==> config.mk <==
export PLATFORM = sky130hd
export DESIGN_NAME = csr_file
export DESIGN_NICKNAME = d
export VERILOG_FILES = /design/src/rtl/csr_pkg.sv /design/src/rtl/csr_file_counter.sv /design/src/rtl/csr_file.sv
export SDC_FILE = /design/constraint.sdc
export NUM_CORES = 1
export LEC_CHECK = 0
export BUFFER_PORTS_ARGS = -buffer_cell sky130_fd_sc_hd__buf_4
export CORE_MARGIN = 3
export CORE_UTILIZATION = 42
export CTS_BUF_LIST = sky130_fd_sc_hd__clkbuf_4 sky130_fd_sc_hd__clkbuf_8
export DETAILED_ROUTE_END_ITERATION = 10
export GPL_ROUTABILITY_DRIVEN = 0
export PLACE_DENSITY = 0.6
export SYNTH_ARGS = -nofsm -noshare
export SYNTH_HDL_FRONTEND = slang
export SYNTH_SLANG_ARGS = --single-unit
==> constraint.sdc <==
create_clock -name clk_i -period 5.2 [get_ports clk_i]
set_clock_uncertainty 0.15 [all_clocks]
set_input_delay 1.3 -clock clk_i [delete_from_list [all_inputs] [get_ports clk_i]]
set_output_delay 1.3 -clock clk_i [all_outputs]
set_load 0.01 [all_outputs]
==> src/rtl/csr_pkg.sv <==
// -----------------------------------------------------------------------------
// csr_pkg
// Shared definitions for the machine-mode CSR file: CSR addresses, the CSR
// operation encoding and the bit positions of the WARL fields in mstatus,
// mie and mip.
// Ports: none (package).
// -----------------------------------------------------------------------------
package csr_pkg;

  typedef enum logic [1:0] {
    CSR_OP_NONE = 2'd0,
    CSR_OP_RW   = 2'd1,
    CSR_OP_RS   = 2'd2,
    CSR_OP_RC   = 2'd3
  } csr_op_e;

  localparam logic [11:0] CSR_MSTATUS   = 12'h300;
  localparam logic [11:0] CSR_MIE       = 12'h304;
  localparam logic [11:0] CSR_MTVEC     = 12'h305;
  localparam logic [11:0] CSR_MSCRATCH  = 12'h340;
  localparam logic [11:0] CSR_MEPC      = 12'h341;
  localparam logic [11:0] CSR_MCAUSE    = 12'h342;
  localparam logic [11:0] CSR_MIP       = 12'h344;
  localparam logic [11:0] CSR_MCYCLE    = 12'hB00;
  localparam logic [11:0] CSR_MINSTRET  = 12'hB02;
  localparam logic [11:0] CSR_MCYCLEH   = 12'hB80;
  localparam logic [11:0] CSR_MINSTRETH = 12'hB82;
  localparam logic [11:0] CSR_CYCLE     = 12'hC00;
  localparam logic [11:0] CSR_INSTRET   = 12'hC02;
  localparam logic [11:0] CSR_CYCLEH    = 12'hC80;
  localparam logic [11:0] CSR_INSTRETH  = 12'hC82;
  localparam logic [11:0] CSR_MHARTID   = 12'hF14;

  localparam int MSTATUS_MIE_BIT  = 3;
  localparam int MSTATUS_MPIE_BIT = 7;
  localparam int MSTATUS_MPP_LO   = 11;
  localparam int MSTATUS_MPP_HI   = 12;
  localparam int MIE_MTIE_BIT     = 7;
  localparam int MIE_MEIE_BIT     = 11;
  localparam int MIP_MTIP_BIT     = 7;
  localparam int MIP_MEIP_BIT     = 11;

  // Address space encoding: addr[11:10]==2'b11 marks a read-only CSR.
  // mip lives in the RW range but its bits are driven by hardware only.
  function automatic logic csr_is_ro(input logic [11:0] addr);
    return (addr[11:10] == 2'b11) || (addr == CSR_MIP);
  endfunction

endpackage

==> src/rtl/csr_file_counter.sv <==
// -----------------------------------------------------------------------------
// csr_counter
// CNT_WIDTH-bit event counter split into a low XLEN half and a high half.
// A write to one half replaces that half and holds the other one for the
// cycle (no increment, no carry); otherwise the counter adds inc_i with
// full carry and wraps silently.
// Ports:
//   clk_i, rst_i  clock, synchronous active-high reset
//   inc_i         add one this cycle
//   wr_lo_i       load low half from wdata_i
//   wr_hi_i       load high half from wdata_i
//   wdata_i       write data
//   cnt_o         current counter value
// -----------------------------------------------------------------------------
module csr_counter #(
  parameter int XLEN      = 32,
  parameter int CNT_WIDTH = 64
) (
  input  logic                 clk_i,
  input  logic                 rst_i,
  input  logic                 inc_i,
  input  logic                 wr_lo_i,
  input  logic                 wr_hi_i,
  input  logic [XLEN-1:0]      wdata_i,
  output logic [CNT_WIDTH-1:0] cnt_o
);

  localparam int HI_W = CNT_WIDTH - XLEN;

  logic [CNT_WIDTH-1:0] cnt_q;
  logic [CNT_WIDTH-1:0] cnt_d;
  logic [CNT_WIDTH-1:0] cnt_inc_s;

  // Next counter value: half write wins over the increment.
  always_comb begin
    cnt_inc_s = cnt_q + CNT_WIDTH'(inc_i);
    cnt_d     = cnt_inc_s;
    if (wr_lo_i) begin
      cnt_d = {cnt_q[CNT_WIDTH-1:XLEN], wdata_i};
    end else if (wr_hi_i) begin
      cnt_d = {wdata_i[HI_W-1:0], cnt_q[XLEN-1:0]};
    end else begin
      cnt_d = cnt_inc_s;
    end
  end

  // Counter state register.
  always_ff @(posedge clk_i) begin
    if (rst_i) begin
      cnt_q <= {CNT_WIDTH{1'b0}};
    end else begin
      cnt_q <= cnt_d;
    end
  end

  assign cnt_o = cnt_q;

endmodule

==> src/rtl/csr_file.sv <==
// -----------------------------------------------------------------------------
// csr_file
// Machine-mode CSR file: atomic RW/RS/RC access, 64-bit mcycle/minstret,
// trap entry / mret state update and interrupt-take qualification.
// Reads are combinational; every state update happens on the rising edge.
// Ports:
//   clk_i, rst_i          clock, synchronous active-high reset
//   csr_en_i, csr_op_i    CSR access this cycle and its operation
//   csr_addr_i            CSR address
//   csr_wdata_i           rs1 value / zero-extended uimm
//   csr_src_zero_i        source is x0 / uimm 0 (RS/RC do not write)
//   csr_rdata_o           old CSR value (0 on illegal access)
//   csr_illegal_o         unknown address or write to a read-only CSR
//   instret_inc_i         one instruction retired
//   trap_valid_i, trap_cause_i, trap_pc_i   trap entry
//   mret_i                mret retiring
//   irq_ext_i, irq_timer_i  interrupt levels
//   irq_take_o            enabled interrupt pending with MIE set
//   mtvec_out_o, mepc_out_o  trap vector and return PC
// -----------------------------------------------------------------------------
module csr_file
  import csr_pkg::*;
#(
  parameter int              XLEN      = 32,
  parameter int              CNT_WIDTH = 64,
  parameter int              HART_ID   = 0,
  parameter logic [XLEN-1:0] MTVEC_RST = '0
) (
  input  logic            clk_i,
  input  logic            rst_i,
  input  logic            csr_en_i,
  input  logic [1:0]      csr_op_i,
  input  logic [11:0]     csr_addr_i,
  input  logic [XLEN-1:0] csr_wdata_i,
  input  logic            csr_src_zero_i,
  output logic [XLEN-1:0] csr_rdata_o,
  output logic            csr_illegal_o,
  input  logic            instret_inc_i,
  input  logic            trap_valid_i,
  input  logic [XLEN-1:0] trap_cause_i,
  input  logic [XLEN-1:0] trap_pc_i,
  input  logic            mret_i,
  input  logic            irq_ext_i,
  input  logic            irq_timer_i,
  output logic            irq_take_o,
  output logic [XLEN-1:0] mtvec_out_o,
  output logic [XLEN-1:0] mepc_out_o
);

  localparam int HI_W = CNT_WIDTH - XLEN;

  csr_op_e op_s;
  logic [XLEN-1:0] old_s, new_s;
  logic known_s, ro_s, op_active_s, wr_attempt_s, illegal_s, csr_we_s;
  logic [CNT_WIDTH-1:0] mcycle_s, minstret_s;

  logic mstatus_mie_q, mstatus_mie_d, mstatus_mpie_q, mstatus_mpie_d;
  logic mie_meie_q, mie_meie_d, mie_mtie_q, mie_mtie_d;
  logic mip_meip_q, mip_meip_d, mip_mtip_q, mip_mtip_d;
  logic [XLEN-1:0] mtvec_q, mtvec_d, mscratch_q, mscratch_d;
  logic [XLEN-1:0] mepc_q, mepc_d, mcause_q, mcause_d;

  assign op_s = csr_op_e'(csr_op_i);

  // Read mux: WARL view of every implemented CSR, unknown addresses read 0.
  always_comb begin
    old_s   = {XLEN{1'b0}};
    known_s = 1'b1;
    case (csr_addr_i)
      CSR_MSTATUS: begin
        old_s[MSTATUS_MPP_HI:MSTATUS_MPP_LO] = 2'b11;
        old_s[MSTATUS_MPIE_BIT]              = mstatus_mpie_q;
        old_s[MSTATUS_MIE_BIT]               = mstatus_mie_q;
      end
      CSR_MIE: begin
        old_s[MIE_MEIE_BIT] = mie_meie_q;
        old_s[MIE_MTIE_BIT] = mie_mtie_q;
      end
      CSR_MIP: begin
        old_s[MIP_MEIP_BIT] = mip_meip_q;
        old_s[MIP_MTIP_BIT] = mip_mtip_q;
      end
      CSR_MTVEC:                old_s = {mtvec_q[XLEN-1:2], 2'b00};
      CSR_MSCRATCH:             old_s = mscratch_q;
      CSR_MEPC:                 old_s = {mepc_q[XLEN-1:2], 2'b00};
      CSR_MCAUSE:               old_s = mcause_q;
      CSR_MCYCLE, CSR_CYCLE:    old_s = mcycle_s[XLEN-1:0];
      CSR_MCYCLEH, CSR_CYCLEH:  old_s[HI_W-1:0] = mcycle_s[CNT_WIDTH-1:XLEN];
      CSR_MINSTRET, CSR_INSTRET: old_s = minstret_s[XLEN-1:0];
      CSR_MINSTRETH, CSR_INSTRETH: old_s[HI_W-1:0] = minstret_s[CNT_WIDTH-1:XLEN];
      CSR_MHARTID:              old_s = XLEN'(HART_ID);
      default:                  known_s = 1'b0;
    endcase
  end

  assign ro_s         = csr_is_ro(csr_addr_i);
  assign op_active_s  = csr_en_i & (op_s != CSR_OP_NONE);
  // RS/RC from x0 (or uimm 0) is a pure read, so it is legal on RO CSRs.
  assign wr_attempt_s = (op_s == CSR_OP_RW) | ~csr_src_zero_i;
  assign illegal_s    = op_active_s & (~known_s | (ro_s & wr_attempt_s));
  // Trap and mret take precedence over a same-cycle CSR write.
  assign csr_we_s     = op_active_s & wr_attempt_s & ~illegal_s & ~trap_valid_i & ~mret_i;

  // Read-modify-write data.
  always_comb begin
    case (op_s)
      CSR_OP_RW: new_s = csr_wdata_i;
      CSR_OP_RS: new_s = old_s | csr_wdata_i;
      CSR_OP_RC: new_s = old_s & ~csr_wdata_i;
      default:   new_s = old_s;
    endcase
  end

  // Next-state for the architectural registers: trap > mret > CSR write.
  always_comb begin
    mstatus_mie_d  = mstatus_mie_q;
    mstatus_mpie_d = mstatus_mpie_q;
    mie_meie_d     = mie_meie_q;
    mie_mtie_d     = mie_mtie_q;
    mip_meip_d     = irq_ext_i;
    mip_mtip_d     = irq_timer_i;
    mtvec_d        = mtvec_q;
    mscratch_d     = mscratch_q;
    mepc_d         = mepc_q;
    mcause_d       = mcause_q;
    if (trap_valid_i) begin
      mepc_d         = {trap_pc_i[XLEN-1:2], 2'b00};
      mcause_d       = trap_cause_i;
      mstatus_mpie_d = mstatus_mie_q;
      mstatus_mie_d  = 1'b0;
    end else if (mret_i) begin
      mstatus_mie_d  = mstatus_mpie_q;
      mstatus_mpie_d = 1'b1;
    end else if (csr_we_s) begin
      case (csr_addr_i)
        CSR_MSTATUS: begin
          mstatus_mie_d  = new_s[MSTATUS_MIE_BIT];
          mstatus_mpie_d = new_s[MSTATUS_MPIE_BIT];
        end
        CSR_MIE: begin
          mie_meie_d = new_s[MIE_MEIE_BIT];
          mie_mtie_d = new_s[MIE_MTIE_BIT];
        end
        CSR_MTVEC:    mtvec_d    = {new_s[XLEN-1:2], 2'b00};
        CSR_MSCRATCH: mscratch_d = new_s;
        CSR_MEPC:     mepc_d     = {new_s[XLEN-1:2], 2'b00};
        CSR_MCAUSE:   mcause_d   = new_s;
        default:      mcause_d   = mcause_q;
      endcase
    end else begin
      mcause_d = mcause_q;
    end
  end

  // Architectural register bank.
  always_ff @(posedge clk_i) begin
    if (rst_i) begin
      mstatus_mie_q  <= 1'b0;
      mstatus_mpie_q <= 1'b0;
      mie_meie_q     <= 1'b0;
      mie_mtie_q     <= 1'b0;
      mip_meip_q     <= 1'b0;
      mip_mtip_q     <= 1'b0;
      mtvec_q        <= MTVEC_RST;
      mscratch_q     <= {XLEN{1'b0}};
      mepc_q         <= {XLEN{1'b0}};
      mcause_q       <= {XLEN{1'b0}};
    end else begin
      mstatus_mie_q  <= mstatus_mie_d;
      mstatus_mpie_q <= mstatus_mpie_d;
      mie_meie_q     <= mie_meie_d;
      mie_mtie_q     <= mie_mtie_d;
      mip_meip_q     <= mip_meip_d;
      mip_mtip_q     <= mip_mtip_d;
      mtvec_q        <= mtvec_d;
      mscratch_q     <= mscratch_d;
      mepc_q         <= mepc_d;
      mcause_q       <= mcause_d;
    end
  end

  csr_counter #(.XLEN(XLEN), .CNT_WIDTH(CNT_WIDTH)) u_mcycle (
    .clk_i   (clk_i),
    .rst_i   (rst_i),
    .inc_i   (1'b1),
    .wr_lo_i (csr_we_s & (csr_addr_i == CSR_MCYCLE)),
    .wr_hi_i (csr_we_s & (csr_addr_i == CSR_MCYCLEH)),
    .wdata_i (new_s),
    .cnt_o   (mcycle_s)
  );

  csr_counter #(.XLEN(XLEN), .CNT_WIDTH(CNT_WIDTH)) u_minstret (
    .clk_i   (clk_i),
    .rst_i   (rst_i),
    .inc_i   (instret_inc_i),
    .wr_lo_i (csr_we_s & (csr_addr_i == CSR_MINSTRET)),
    .wr_hi_i (csr_we_s & (csr_addr_i == CSR_MINSTRETH)),
    .wdata_i (new_s),
    .cnt_o   (minstret_s)
  );

  assign csr_rdata_o   = illegal_s ? {XLEN{1'b0}} : old_s;
  assign csr_illegal_o = illegal_s;
  assign irq_take_o    = mstatus_mie_q & ((mie_meie_q & mip_meip_q) | (mie_mtie_q & mip_mtip_q));
  assign mtvec_out_o   = {mtvec_q[XLEN-1:2], 2'b00};
  assign mepc_out_o    = {mepc_q[XLEN-1:2], 2'b00};

endmodule

# Word level (Yosys, flattened, before mapping)
# Cells that the tools add are included.
[word_totals]
word_cells = 116
reg_bits = 258
out_inout_bits = 98
in_bits = 119
[op_classes]
muxes = 30
reduce_logical = 22
eq_ne = 23
bitwise = 25
n_addsub = 2
[ops]
columns = ["op", "count"]
rows = [
  ["2-to-1 mux 32 bit", 11],
  ["one-hot mux 19 bit (8 select lines)", 1],
  ["2-to-1 mux 64 bit", 2],
  ["equality test 12 bit, second input constant", 9],
  ["one-hot mux 32 bit (3 select lines)", 1],
  ["equality test 12 x 10 -> 1 bit, second input constant", 7],
  ["one-hot mux 3 bit (8 select lines)", 3],
  ["adder 64 x 1 -> 64 bit", 1],
  ["adder 64 x 1 -> 64 bit, second input constant", 1],
  ["AND 32 bit", 1],
  ["inverter 32 bit", 1],
  ["bitwise OR 32 bit", 1],
  ["one-hot mux 1 bit (11 select lines)", 2],
  ["one-hot mux 1 bit (9 select lines)", 2],
  ["OR reduction 16 bit", 1],
  ["AND 1 bit", 14],
  ["AND reduction 4 bit", 3],
  ["nonzero test 2 bit", 6],
  ["OR reduction 2 bit", 5],
  ["2-to-1 mux 1 bit", 8],
  ["equality test 2 bit, second input constant", 3],
  ["AND reduction 3 bit", 2],
  ["nonzero test 3 bit", 2],
  ["inverter 1 bit", 5],
  ["6 further kinds", 10],
]

# Longest topological paths before layout
[depth]
word_depth = 13
depth_mapped = 11
mapped_depth_nobuf = 8

# Modules after synthesis
# Synthesis repeated with hierarchy kept, for this count alone.
[hier_totals]
cells_unflattened = 2111
area_unflattened_um2 = 16878.7
[modules_own_cells]
columns = ["module", "cells_each", "seq_area_each_um2", "instances", "area_per_inst_um2"]
rows = [
  ["csr_file", 1048, 2602.5, 1, 8653.3],
  ["csr_counter at u_mcycle", 537, 1281.2, 1, 4152.7],
  ["csr_counter at u_minstret", 526, 1281.2, 1, 4072.7],
]

# Worst setup path after synthesis
# Ideal clock, no wire load.
[synth_path]
path_type = "input to output"
from = "input csr_addr_i[5]"
to = "output csr_rdata_o[12]"
arrival_time_ps = 3408
stages = 10
slack_ps = 342
t_required_ps = 3750
path_cell_list = "buf_2 or4b_1 buf_4 a2111o_1 a31oi_1 o22ai_1 and3_1 clkbuf_1 buf_2 a31oi_1"
[synth_via]
elab_chain_cells = 7
elab_cells_between_ends = 29
[synth_rtl]
columns = ["element", "line_no", "source"]
rows = [
  ["from (decl)", "csr_file.sv:33", "input logic [11:0] csr_addr_i,"],
  ["equality test 12 x 10 -> 1 bit (tied with other cells)", "csr_pkg.sv:46, csr_file.sv:69", ""],
  ["OR reduction 16 bit (no line)", "--", ""],
  ["2-to-1 mux 1 bit", "csr_file.sv:69", "case (csr_addr_i)"],
  ["inverter 1 bit", "csr_file.sv:100", "assign illegal_s = op_active_s & (~known_s | (ro_s & wr_attempt_s));"],
  ["bitwise OR 1 bit", "csr_file.sv:100", ""],
  ["AND 1 bit", "csr_file.sv:100", ""],
  ["2-to-1 mux 32 bit (*)", "csr_file.sv:202", "assign csr_rdata_o = illegal_s ? {XLEN{1'b0}} : old_s;"],
  ["to (decl)", "csr_file.sv:36", "output logic [XLEN-1:0] csr_rdata_o,"],
]
# Mark *: on every way between the ends. The rest lies on a longest branch, timed or not.

# Worst setup path after layout
[layout_path]
from = "input csr_addr_i[7]"
to = "output csr_rdata_o[11]"
# Same word-level chain as after synthesis.

==> results.yml <==
outcome:
  status: "finished clean"
cells_and_area:
  layout.nets: 2500
  num_antenna_cells: 0
  final_cell_area_sq_mm: 0.0204
  final_util_pct: 51.1
  post_layout_nonfiller_instances: 2932
  drive_gt1_share_pct: 19.9
  area_growth_pct: 19.8
sta:
  setup-tns-final_ns: 0
  hold_violations: 0
  slew_headroom_pct: 23.7
  rsz0062_at_grt: "false"
  worstMarginPinSlew_ns: 1.15
  whs_ns: 0.308
  finalSetupViolations: 0
  post-route-period-util_pct: 98.0
  max_clock_freq_mhz: 196
  report.final.slew_viol_count: 0
  period_needed_ns: 5.10
synthesis:
  netlist_area_sq_mm: 0.0170
  synth_cell_types: 91
  synthArstFlopShare_pct: 0
  synth_cells: 2199
  yosys_register_bits: 258
  synth_edf_count: 0
  ys_seq_area_share_pct: 30.4
  synth_ff_type: "dfxtp_1"
  ys_warn_count: 0
  synth.avg_cell_area_sq_um: 7.73
global_route:
  track_usage_pct: 36.0
  grt_max_degree: 101
  antenna_found_initial: 1
  grt_pass1_vias: 18299
  grt_overflow_total: 0
  grt_first_pass_wirelength_um: 119000
clock_tree:
  htree_num_levels: 2
  clock_latency_ns: 0.62
  clock_path_buffers: 3
  cts-root-buf: "clkbuf_8"
  path_clk_slew_ns: 0.05
  cts_sinks: 258
  cts_tree: "built"
  cts_inserted_buffers: 47
  holdBufCountCts: 0
power:
  pwr-share-clk_pct: 43.3
  combPwrFrac_pct: 12.5
  p_seq_share_pct: 44.2
  ir_drop_mv: 0.165
  p_int_uw: 3300
  p_per_area_mw_per_mm2: 228
  p_leak_uw: 0.00714
  p_sw_share_pct: 28.9
  power_switching_uw: 1340
drt:
  drt.antenna.violating_nets: 0
  first_pass_iters: 7
  drt_first_iter_violations: 3094
  wl_per_cell_um: 28.1
  num_vias: 19985
  viasPerCell: 6.82
  drc: 0
  wl_um: 82300
setup_path:
  required_ns: 3.75
  arrival_ns: 3.65
  cp_max_fo: 26
  cp-start-kind: "input port"
  path_class: "in -> out"
  end_kind: "primary output"
worst_hold_path:
  hp-class: "reg -> reg"
placed_design:
  post_dp_cell_area_sq_mm: 0.0194
  dp.final_hpwl_um: 62400
  post-place-cells: 2854
  portBuffers: 210
floorplanning:
  io_pins: 217
  num_rows: 73
  die_w_um: 207
  die_h_um: 207
  core_sq_mm: 0.0398
  dieArea_sq_mm: 0.0429
  start_util_pct: 42.7
flow_run:
  drv_cap: 0
## power by group through the flow
stage          Clock, uW  Sequential, uW  Combinational [uW]
2_1_floorplan          0            2090                 292
3_3_place_gp           0            2090                 557
3_5_place_dp           0            2090                 561
4_1_cts             2010            2050                 563
5_1_grt             2080            2050                 602
6_report            2010            2050                 579
## logic make-up after synthesis
family                   after synthesis  synth area share (%)
AND/OR/NAND/NOR                      834                  26.3
AO/OA/AOI/OAI                        675                  27.8
buffers and inverters                275                  6.69
flip-flops                           258                  30.4
XOR/XNOR                              84                  4.33
multiplexers                          69                  4.23
adder cells (fa/ha/maj)                3                 0.221
other                                  1                0.0221
## cell usage after synthesis, types with 43 or more instances
cell type,count,area [sq um]
a22oi_1,50,375
and3_1,43,269
nand2_1,175,657
nor2_1,142,533
inv_1,74,278
a221oi_1,62,543
clkbuf_1,127,477
o22ai_1,45,282
nand3_1,131,656
a211oi_1,112,841
xnor2_1,73,639
dfxtp_1,258,5160
a21oi_1,168,841
nand4_1,52,325
mux2i_1,46,460
o21ai_0,57,285
buf_2,50,250
nor3_1,75,375
nor4_1,59,369
## worst paths after layout
kind                                          from            endpoint  slack [ns]  cells after the start
worst max-delay path                 csr_addr_i[7]     csr_rdata_o[11]        0.10                      9
worst min-delay path                mscratch_q[11]      mscratch_q[11]        0.31                      2
worst max register to register  u_mcycle.cnt_o[34]  u_mcycle.cnt_o[62]        1.57                      6
worst min register to register      mscratch_q[11]      mscratch_q[11]        0.31                      2
## state kept, by name, indices dropped and copies added, names as in the netlist
signal,count
mcause_q,32
mepc_q,30
mie_meie_q,1
mie_mtie_q,1
mip_meip_q,1
mip_mtip_q,1
mscratch_q,32
mstatus_mie_q,1
mstatus_mpie_q,1
mtvec_q,30
u_mcycle.cnt_o,64
u_minstret.cnt_o,64
## area by class of cell
cell class              count  area (sq um)
repair buffers            328          2530
inverters                  74           278
clock inverters             7          43.8
multi-input cells        1669         10800
well taps                 525           657
clock buffers              71           883
fillers                  3951         19500
flip-flops and latches    258          5160
## placed cells by master (no fill, tap or decap), types with 17 or more instances in the layout
cell,count
o2bb2ai_1,17
dfxtp_1,258
a31oi_1,20
and3_1,43
nand4_1,52
nand2_1,175
nor2_1,141
clkbuf_8,57
a22oi_1,50
buf_4,322
or3_1,23
nor3_1,73
nand3_1,131
a221oi_1,62
a21oi_1,168
mux2_2,23
o22ai_1,45
inv_1,74
nor4_1,57
and2_1,22
xnor2_1,73
mux2i_1,46
a211oi_1,112
and4_1,17
o21ai_0,57
## metal layers
layer	routed length (um)	vias to the layer above	GRT usage (%)
li1	-	8759	-
met1	31200	9428	48.3
met2	35500	1498	54.0
met3	9780	298	6.66
met4	5790	2	21.2
met5	8	-	0
## worst max-delay path: stages
cell and delay (ns):
buf_4 0.11, or4b_1 0.60, a2111o_1 0.41, a31oi_1 0.19
o22ai_1 0.09, and3_1 0.22, buf_12 0.17, a21oi_1 0.33
buf_4 0.20
## what timing repair did
action	in CTS	in global routing
hold endpoints to repair	0	0
buffers inserted	0	0
resized for setup	0	1
endpoints found under the setup margin	0	1
## per-stage QoR
step | power, uW | worst slack, ns
6_report | 4640 | 0.103
5_1_grt | 4740 | 0.0510
4_1_cts | 4630 | 0.0433
3_5_place_dp | 2650 | 0.0584
3_3_place_gp | 2650 | 0.0667
2_1_floorplan | 2380 | 0.342
Note: power is estimated with default switching activity, not from simulation.
